File: src/rtl/alu_issue_arbiter_if.sv
// Request, ALU-side and response signals shared between the issue logic,
// the arbiter and the ALU instance.
interface alu_issue_arbiter_if #(
    parameter int WIDTH = 32
);
    logic             req0_valid;
    logic             req0_ready;
    logic [1:0]       req0_opcode;
    logic [WIDTH-1:0] req0_a;
    logic [WIDTH-1:0] req0_b;

    logic             req1_valid;
    logic             req1_ready;
    logic [1:0]       req1_opcode;
    logic [WIDTH-1:0] req1_a;
    logic [WIDTH-1:0] req1_b;

    logic [1:0]       alu_opcode;
    logic [WIDTH-1:0] alu_a;
    logic [WIDTH-1:0] alu_b;
    logic [WIDTH-1:0] alu_result;

    logic             rsp_valid;
    logic             rsp_ready;
    logic             rsp_id;
    logic [WIDTH-1:0] rsp_result;
    logic             rsp_error;

    // Arbiter side
    modport slave (
        input  req0_valid, req0_opcode, req0_a, req0_b,
        input  req1_valid, req1_opcode, req1_a, req1_b,
        input  alu_result, rsp_ready,
        output req0_ready, req1_ready,
        output alu_opcode, alu_a, alu_b,
        output rsp_valid, rsp_id, rsp_result, rsp_error
    );

    // Requester / ALU / consumer side
    modport master (
        output req0_valid, req0_opcode, req0_a, req0_b,
        output req1_valid, req1_opcode, req1_a, req1_b,
        output alu_result, rsp_ready,
        input  req0_ready, req1_ready,
        input  alu_opcode, alu_a, alu_b,
        input  rsp_valid, rsp_id, rsp_result, rsp_error
    );
endinterface

File: src/rtl/alu_issue_arbiter.sv
// Round-robin issue arbiter sharing one combinational ALU between two
// requesters; holds operands for the multicycle MUL window and returns the
// tagged result over a valid/ready response channel.
module alu_issue_arbiter #(
    parameter int WIDTH       = 32,
    parameter int MUL_LATENCY = 3
) (
    input  logic                clock,
    input  logic                reset_n,
    alu_issue_arbiter_if.slave  bus
);
    typedef enum logic [1:0] {IDLE, EXEC, RESP} state_t;

    localparam logic [1:0] OP_MUL  = 2'd2;
    localparam logic [1:0] OP_ILL  = 2'd3;
    localparam logic [3:0] MUL_CNT = 4'(MUL_LATENCY);

    state_t           state;
    state_t           state_nxt;
    logic             last_grant;
    logic [3:0]       cnt;

    logic             any_valid;
    logic             grant;
    logic             accept;
    logic [1:0]       sel_op;
    logic [WIDTH-1:0] sel_a;
    logic [WIDTH-1:0] sel_b;

    // Round-robin choice: the requester that did not win last time breaks ties
    always_comb begin
        any_valid = bus.req0_valid | bus.req1_valid;
        if (bus.req0_valid && bus.req1_valid) begin
            grant = ~last_grant;
        end else begin
            grant = bus.req1_valid;
        end
        sel_op = grant ? bus.req1_opcode : bus.req0_opcode;
        sel_a  = grant ? bus.req1_a      : bus.req0_a;
        sel_b  = grant ? bus.req1_b      : bus.req0_b;
    end

    // State register
    always_ff @(posedge clock or negedge reset_n) begin
        if (!reset_n) begin
            state <= IDLE;
        end else begin
            state <= state_nxt;
        end
    end

    // Next-state logic
    always_comb begin
        state_nxt = state;
        case (state)
            IDLE: if (accept)        state_nxt = (sel_op == OP_ILL) ? RESP : EXEC;
            EXEC: if (cnt == 4'd1)   state_nxt = RESP;
            RESP: if (bus.rsp_ready) state_nxt = IDLE;
            default:                 state_nxt = IDLE;
        endcase
    end

    // Handshake outputs: ready only while idle, valid only while responding
    always_comb begin
        accept         = (state == IDLE) && any_valid;
        bus.req0_ready = accept && !grant;
        bus.req1_ready = accept && grant;
        bus.rsp_valid  = (state == RESP);
    end

    // Instruction capture, multicycle counter and result capture
    always_ff @(posedge clock or negedge reset_n) begin
        if (!reset_n) begin
            bus.alu_opcode <= '0;
            bus.alu_a      <= '0;
            bus.alu_b      <= '0;
            bus.rsp_result <= '0;
            bus.rsp_id     <= 1'b0;
            bus.rsp_error  <= 1'b0;
            last_grant     <= 1'b1;
            cnt            <= '0;
        end else begin
            if (accept) begin
                bus.alu_opcode <= sel_op;
                bus.alu_a      <= sel_a;
                bus.alu_b      <= sel_b;
                bus.rsp_id     <= grant;
                last_grant     <= grant;
                if (sel_op == OP_ILL) begin
                    bus.rsp_result <= '0;
                    bus.rsp_error  <= 1'b1;
                end else begin
                    cnt <= (sel_op == OP_MUL) ? MUL_CNT : 4'd1;
                end
            end
            if (state == EXEC) begin
                cnt <= cnt - 4'd1;
                if (cnt == 4'd1) begin
                    bus.rsp_result <= bus.alu_result;
                    bus.rsp_error  <= 1'b0;
                end
            end
        end
    end
endmodule

File: src/flat_wrapper.sv
// flat-port wrapper written by rule: the top's interface ports become plain ports
module alu_issue_arbiter_flat 
#(
    parameter int WIDTH       = 32,
    parameter int MUL_LATENCY = 3
)
  (clock, reset_n, bus_req0_valid, bus_req0_opcode, bus_req0_a, bus_req0_b, bus_req1_valid, bus_req1_opcode, bus_req1_a, bus_req1_b, bus_alu_result, bus_rsp_ready, bus_req0_ready, bus_req1_ready, bus_alu_opcode, bus_alu_a, bus_alu_b, bus_rsp_valid, bus_rsp_id, bus_rsp_result, bus_rsp_error);
  alu_issue_arbiter_if #(.WIDTH(WIDTH)) bus_i ();
  input  logic clock;
  input  logic reset_n;
  input wire logic [$bits(bus_i.req0_valid)-1:0] bus_req0_valid;
  input wire logic [$bits(bus_i.req0_opcode)-1:0] bus_req0_opcode;
  input wire logic [$bits(bus_i.req0_a)-1:0] bus_req0_a;
  input wire logic [$bits(bus_i.req0_b)-1:0] bus_req0_b;
  input wire logic [$bits(bus_i.req1_valid)-1:0] bus_req1_valid;
  input wire logic [$bits(bus_i.req1_opcode)-1:0] bus_req1_opcode;
  input wire logic [$bits(bus_i.req1_a)-1:0] bus_req1_a;
  input wire logic [$bits(bus_i.req1_b)-1:0] bus_req1_b;
  input wire logic [$bits(bus_i.alu_result)-1:0] bus_alu_result;
  input wire logic [$bits(bus_i.rsp_ready)-1:0] bus_rsp_ready;
  output wire logic [$bits(bus_i.req0_ready)-1:0] bus_req0_ready;
  output wire logic [$bits(bus_i.req1_ready)-1:0] bus_req1_ready;
  output wire logic [$bits(bus_i.alu_opcode)-1:0] bus_alu_opcode;
  output wire logic [$bits(bus_i.alu_a)-1:0] bus_alu_a;
  output wire logic [$bits(bus_i.alu_b)-1:0] bus_alu_b;
  output wire logic [$bits(bus_i.rsp_valid)-1:0] bus_rsp_valid;
  output wire logic [$bits(bus_i.rsp_id)-1:0] bus_rsp_id;
  output wire logic [$bits(bus_i.rsp_result)-1:0] bus_rsp_result;
  output wire logic [$bits(bus_i.rsp_error)-1:0] bus_rsp_error;
  assign bus_i.req0_valid = bus_req0_valid;
  assign bus_i.req0_opcode = bus_req0_opcode;
  assign bus_i.req0_a = bus_req0_a;
  assign bus_i.req0_b = bus_req0_b;
  assign bus_i.req1_valid = bus_req1_valid;
  assign bus_i.req1_opcode = bus_req1_opcode;
  assign bus_i.req1_a = bus_req1_a;
  assign bus_i.req1_b = bus_req1_b;
  assign bus_i.alu_result = bus_alu_result;
  assign bus_i.rsp_ready = bus_rsp_ready;
  assign bus_req0_ready = bus_i.req0_ready;
  assign bus_req1_ready = bus_i.req1_ready;
  assign bus_alu_opcode = bus_i.alu_opcode;
  assign bus_alu_a = bus_i.alu_a;
  assign bus_alu_b = bus_i.alu_b;
  assign bus_rsp_valid = bus_i.rsp_valid;
  assign bus_rsp_id = bus_i.rsp_id;
  assign bus_rsp_result = bus_i.rsp_result;
  assign bus_rsp_error = bus_i.rsp_error;
  alu_issue_arbiter #(.WIDTH(WIDTH), .MUL_LATENCY(MUL_LATENCY)) u_core (.clock(clock), .reset_n(reset_n), .bus(bus_i));
endmodule
File: config.mk
export PLATFORM = sky130hd
export DESIGN_NAME = alu_issue_arbiter_flat
export DESIGN_NICKNAME = d
export VERILOG_FILES = /design/src/rtl/alu_issue_arbiter_if.sv /design/src/rtl/alu_issue_arbiter.sv /design/src/flat_wrapper.sv
export SDC_FILE = /design/constraint.sdc
export NUM_CORES = 1
export LEC_CHECK = 0
export BUFFER_PORTS_ARGS = -buffer_cell sky130_fd_sc_hd__clkbuf_2
export CORE_MARGIN = 4
export CORE_UTILIZATION = 46
export DETAILED_ROUTE_END_ITERATION = 6
export PLACE_DENSITY_LB_ADDON = 0.2
export SLEW_MARGIN = 10
export SYNTH_ARGS = -nofsm -noshare
export SYNTH_HDL_FRONTEND = slang
export SYNTH_SLANG_ARGS = --single-unit
File: constraint.sdc
create_clock -name clock -period 3 [get_ports clock]
set_input_delay 0.45 -clock clock [delete_from_list [all_inputs] [get_ports clock]]
set_output_delay 0.45 -clock clock [all_outputs]
set_load 0.02 [all_outputs]
==> results of run 1 <==
-- logic make-up after synthesis --
kind of cell | count (synthesis) | share of synthesized area, %
AND/OR/NAND/NOR | 24 | 2.87
AO/OA/AOI/OAI | 115 | 24.4
XOR/XNOR | 2 | 0.402
adder cells (fa/ha/maj) | 2 | 0.575
flip-flops | 107 | 61.5
multiplexers | 2 | 0.575
buffers and inverters | 96 | 9.63
-- per-layer routing --
metal / vias to the layer above / track usage (%) / part of all wire [%]
met2: 218 / 39.8 / 50
met5: - / 0 / 0
met3: 17 / 4.47 / 8.6
li1: 1825 / - / -
met4: 0 / 8.25 / 1.9
met1: 1876 / 29.5 / 39
-- sequential cells by signal, indices dropped and copies added (netlist names) --
| register | cells |
|---|---|
| u_core.bus.rsp_id | 1 |
| u_core.bus.rsp_result | 32 |
| u_core.cnt | 4 |
| u_core.last_grant | 1 |
| u_core.bus.alu_opcode | 2 |
| u_core.bus.alu_a | 32 |
| u_core.bus.alu_b | 32 |
| u_core.bus.rsp_error | 1 |
| u_core.state | 2 |
-- metrics by stage --
| step | util (%) | worst slack, ps | hold WS (ps) | cell area [µm²] |
|---|---|---|---|---|
| after global placement | 62.7 | 1040 | 466 | 5790 |
| final | 64.7 | 733 | 176 | 5980 |
| after floorplan | - | 1380 | 154 | 4350 |
| after detailed placement | 62.7 | 944 | 472 | 5790 |
| after global routing | 64.7 | 603 | 224 | 5980 |
| after CTS | 64.7 | 687 | 194 | 5980 |
-- power by group --
part,leakage [nW],internal [W],switching (W)
Clock,0.0932,0.000354,0.000465
Combinational,2.03,0.00132,0.00208
Sequential,1.34,0.00215,0.000446
-- cell type report --
cell class	count	area share (%)
Clock buffer	12	2.59
Clock inverter	4	0.565
Inverter	66	4.14
Multi-Input combinational cell	145	21.2
Sequential cell	107	44.8
Tap cell	129	2.70
Timing Repair Buffer	276	24.0
-- synthesized netlist by cell type, drive strengths merged, types with 2 or more instances --
master,number,area (µm²)
a222oi,64,641
and2,2,12.5
buf,21,138
a21oi,6,41.3
nand2,6,22.5
clkbuf,9,33.8
a21o,2,15.0
nor2,6,25.0
nand2b,4,25.0
nor2b,2,15.0
a31oi,3,18.8
inv,66,248
ha,2,25.0
o22ai,3,18.8
dfrtp,106,2650
a22o,32,280
-- how the worst max path moves through the flow --
stage,startpoint,to,slack [ps],cells past startpoint
after CTS,u_core.state[0],bus_req0_ready,690,3
after floorplan,u_core.last_grant,bus_req0_ready,1380,3
after global placement,bus_req1_valid,u_core.bus.rsp_result[6],1040,5
after detailed placement,bus_req1_valid,u_core.bus.rsp_result[3],940,5
final,u_core.state[0],bus_req0_ready,730,3
after global routing,u_core.state[0],bus_req0_ready,600,3
-- critical path, delay by kind of cell, from the launching register on --
kind	cells	cell delay (ps)
buffers and inverters	1	250
flip-flops	1	440
AND/OR/NAND/NOR	2	770
==> impl_metrics.json, run 1 <==
{
  "crit_slowest_cell": "and3_2",
  "die_h_um": 105,
  "fin_skew_ps": 14.1,
  "power.total_w": 0.00681,
  "power.density_nw_per_um2": 1140,
  "synth-seq-cells": 107,
  "fillers": 775,
  "synth_nets": 519,
  "stdcell_count": 739,
  "r2r-start": "u_core.state[0]",
  "via_per_inst": 5.33,
  "synthFlopType": "dfrtp_1",
  "core-area_um2": 9240,
  "drc": 10,
  "pin_count": 272,
  "slew_headroom_pct": 45.1,
  "worst_slew_pin_slew_ps": 822,
  "start_util_pct": 47.1,
  "grt_max_degree": 67,
  "fp-row-count": 35,
  "period_needed_ps": 2270,
  "syn_area_um2": 4350,
  "routed-via-count": 3936,
  "cp.arrival_ps": 1820,
  "cts_tree": "done",
  "p_leak_nw": 3.47,
  "grt_pass1_vias": 4017,
  "violations": "DRC",
  "cts_setup_buffers": 0,
  "cp_max_fo": 22,
  "syn_inst": 348,
  "antenna_found_initial": 0,
  "async_flop_share_pct": 100,
  "drv_cap": 0,
  "cts_sinks": 107,
  "area_growth_pct": 37.4,
  "r2r_end": "u_core.bus.alu_a[27]",
  "route.antenna.remaining_nets": 0,
  "cts.clk_slew.worst_paths_ps": 100,
  "num_antenna_cells": 0,
  "gp_congestion": 0.806,
  "avgRoutedWirePerCell_um": 17.6,
  "syn_avg_cell_area_um2": 12.5,
  "reg2reg_depth": 5,
  "peakVddDrop_v": 0.000654,
  "grt_pass1_wl_um": 20500,
  "hp-class": "in2async",
  "yosysSeqAreaShare_pct": 61.5,
  "cts_root_buf": "clkbuf_8",
  "drive_gt1_share_pct": 49.5,
  "ff2ff_setup_slack_ps": 920,
  "die_area_um2": 11100,
  "firstDrtPassIters": 7,
  "placedCellCount": 723,
  "final_common_cell": "clkbuf_2",
  "numPortBuffers": 271,
  "dp_hpwl_um": 9980,
  "cts_buffers": 9,
  "yosys_warnings": 0,
  "cts_resized": 0,
  "end_kind": "output port",
  "start_kind": "flip-flop",
  "clk_path_buf_depth": 2,
  "clk_latency_ps": 350,
  "drt_iter0_drc": 418,
  "required_ps": 2550,
  "cpPeakStageDelay_ps": 520,
  "fin_nets": 776,
  "rsz0062_at_grt": "false",
  "path_cells": "nor2_2, and3_2, clkbuf_2",
  "die_w_um": 105,
  "multi_input_area_um2": 1270,
  "setup_viol": 0,
  "grt.total_usage_pct": 23.3,
  "overflow": 0,
  "crit_type": "reg2out",
  "synth_cell_types": 35,
  "seq_area_um2": 2680,
  "outcome": "finished with violations",
  "final_cell_mix": "270 x clkbuf_2, 106 x dfrtp_1, 66 x inv_1",
  "finalSetupTns_ps": 0,
  "routed_wl_um": 13000,
  "cts_max_level": 3,
  "finalMaxSlewViolations": 0,
  "hold_viol_final": 0,
  "ctsHoldBuffers": 0,
  "synth_edf_count": 0,
  "period_share_pct": 75.6,
  "maxClockFrequency_mhz": 441
}
Power figures use the tool's default switching activity.
==> run 2: changes to the inputs <==
CORE_UTILIZATION = 43   (was 46)
clock period = 2.4 ns   (was 3 ns; I/O delays follow)
==> run 2 against run 1 <==
Compared with the run above:
- the run now ends clean
- sequential share of layout area down 0.094 points
- utilization shrank 3.7 points
- final area rose by 0.21%
- critical endpoint is now bus_req1_ready
- critical path type unchanged
==> impl_metrics.json, run 2 (synthesis gave the netlist of run 1 again) <==
{
  "cts_sinks": 107,
  "overflow": 0,
  "final_common_cell": "clkbuf_2",
  "power.total_w": 0.00853,
  "p_leak_nw": 3.49,
  "setup_viol": 0,
  "seq_area_um2": 2680,
  "crit_type": "reg2out",
  "route.antenna.remaining_nets": 0,
  "final_cell_mix": "270 x clkbuf_2, 106 x dfrtp_1, 66 x inv_1",
  "routed-via-count": 3931,
  "grt_pass1_vias": 3883,
  "hold_viol_final": 0,
  "outcome": "complete, no violations",
  "swShare_pct": 43.7,
  "period_share_pct": 81.7,
  "fillers": 879,
  "p_int_w": 0.00481,
  "grt.total_usage_pct": 22.1,
  "comb_power_share_pct": 49.5,
  "die_area_um2": 11800,
  "maxClockFrequency_mhz": 510,
  "drive_gt1_share_pct": 49.7,
  "clk_latency_ps": 370,
  "top_regs": "u_core.bus.alu_a: 32 flops, u_core.bus.alu_b: 32 flops, u_core.bus.rsp_result: 32 flops",
  "required_ps": 2040,
  "setup_ws_ps": 439,
  "rsz0062_at_grt": "false",
  "placedCellCount": 731,
  "cp_max_fo": 7,
  "drc": 0,
  "dp_hpwl_um": 10400,
  "net-switching-power_w": 0.00372,
  "core-area_um2": 9820,
  "crit_slowest_cell": "dfrtp_1",
  "cpPeakStageDelay_ps": 440,
  "drt_iter0_drc": 449,
  "clk_path_buf_depth": 2,
  "cts.clk_slew.worst_paths_ps": 90,
  "path_cells": "nor2_2, and2_2, clkbuf_2",
  "grt_max_degree": 52,
  "multi_input_area_um2": 1270,
  "grt_pass1_wl_um": 20000,
  "cts_tree": "done",
  "fin_nets": 781,
  "pwr-share-clk_pct": 12.4,
  "stdcell_count": 747,
  "finalSetupTns_ps": 0,
  "cp.arrival_ps": 1600,
  "via_per_inst": 5.26,
  "p_seq_share_pct": 38.2,
  "gp_congestion": 0.835,
  "start_util_pct": 44.3,
  "drv_cap": 0,
  "cts_root_buf": "clkbuf_8",
  "fp-row-count": 36,
  "cts_resized": 0,
  "firstDrtPassIters": 7,
  "cts_setup_buffers": 0,
  "dp_slack_ps": 471,
  "num_antenna_cells": 0,
  "period_needed_ps": 1960,
  "area_growth_pct": 37.7,
  "peakVddDrop_v": 0.000868,
  "antenna_found_initial": 0,
  "cts_max_level": 3,
  "routed_wl_um": 13500,
  "fin_skew_ps": 11.8,
  "power.density_nw_per_um2": 1420,
  "worst_slew_pin_slew_ps": 816,
  "die_h_um": 109,
  "numPortBuffers": 271,
  "slew_headroom_pct": 45.5,
  "cts_buffers": 9,
  "end_kind": "output port",
  "die_w_um": 109,
  "avgRoutedWirePerCell_um": 18.1,
  "hp-class": "in2reg",
  "finalMaxSlewViolations": 0,
  "start_kind": "flip-flop",
  "pin_count": 272
}
-- run 2: changes by cell type in the layout (fill, tap and decap cells not counted) --
cell / before / now
clkinv_4: 2 / 0
clkbuf_8: 11 / 9
dlygate4sd3_1: 0 / 1
clkinvlp_4: 1 / 0
buf_4: 3 / 9
buf_12: 3 / 1
clkinv_2: 0 / 3
bufinv_16: 0 / 1
-- run 2: worst paths after layout --
check | slack, ps | depth (start not counted) | startpoint | to
max | 440 | 3 | u_core.state[0] | bus_req1_ready
min reg2reg | 490 | 1 | u_core.bus.rsp_id | u_core.bus.rsp_id
min | 190 | 3 | bus_req1_b[14] | u_core.bus.alu_b[14]
max reg2reg | 500 | 5 | u_core.cnt[0] | u_core.bus.rsp_result[18]
max in group asynchronous | 1160 | 3 | reset_n | u_core.last_grant
min in group asynchronous | 530 | 2 | reset_n | u_core.bus.rsp_result[25]
-- run 2: stage by stage --
stage	utilization [%]	hold slack [ps]	area, µm²
global placement	59.1	383	5800
detailed placement	59.1	383	5800
CTS	61.0	170	5990
finish	61.0	190	5990
floorplan	-	64.4	4350
global route	61.0	174	5990
-- run 2: critical path: cells and delay by family, from the launching register on --
| kind | cells | cell delay, ps |
|---|---|---|
| buffers and inverters | 1 | 220 |
| flip-flops | 1 | 440 |
| AND/OR/NAND/NOR | 2 | 570 |
-- run 2: area by class of cell --
class / count / area share [%]
flip-flops and latches: 107 / 44.7
repair buffers: 281 / 24.2
multi-input cells: 145 / 21.2
inverters: 66 / 4.13
well taps: 133 / 2.78
clock buffers: 10 / 2.13
clock inverters: 5 / 0.898
-- run 2: what timing repair did --
item	in CTS	in global routing
hold buffers	1	0
hold endpoints to repair	40	0
endpoints found under the setup margin	0	0
-- run 2: power by group through the flow --
stage | clock [W] | combinational (W) | sequential, W
floorplan | 0 | 0.00186 | 0.00417
finish | 0.00105 | 0.00422 | 0.00326
detailed placement | 0 | 0.00430 | 0.00325
global placement | 0 | 0.00418 | 0.00325
CTS | 0.00109 | 0.00427 | 0.00325
global route | 0.00116 | 0.00459 | 0.00335
-- run 2: layer usage --
metal / track usage [%] / up-vias / wire, µm
met5: 0 / - / 0
met4: 7.94 / 0 / 255
met3: 5.45 / 19 / 1090
met2: 37.2 / 187 / 6860
met1: 28.0 / 1893 / 5280
li1: - / 1832 / -
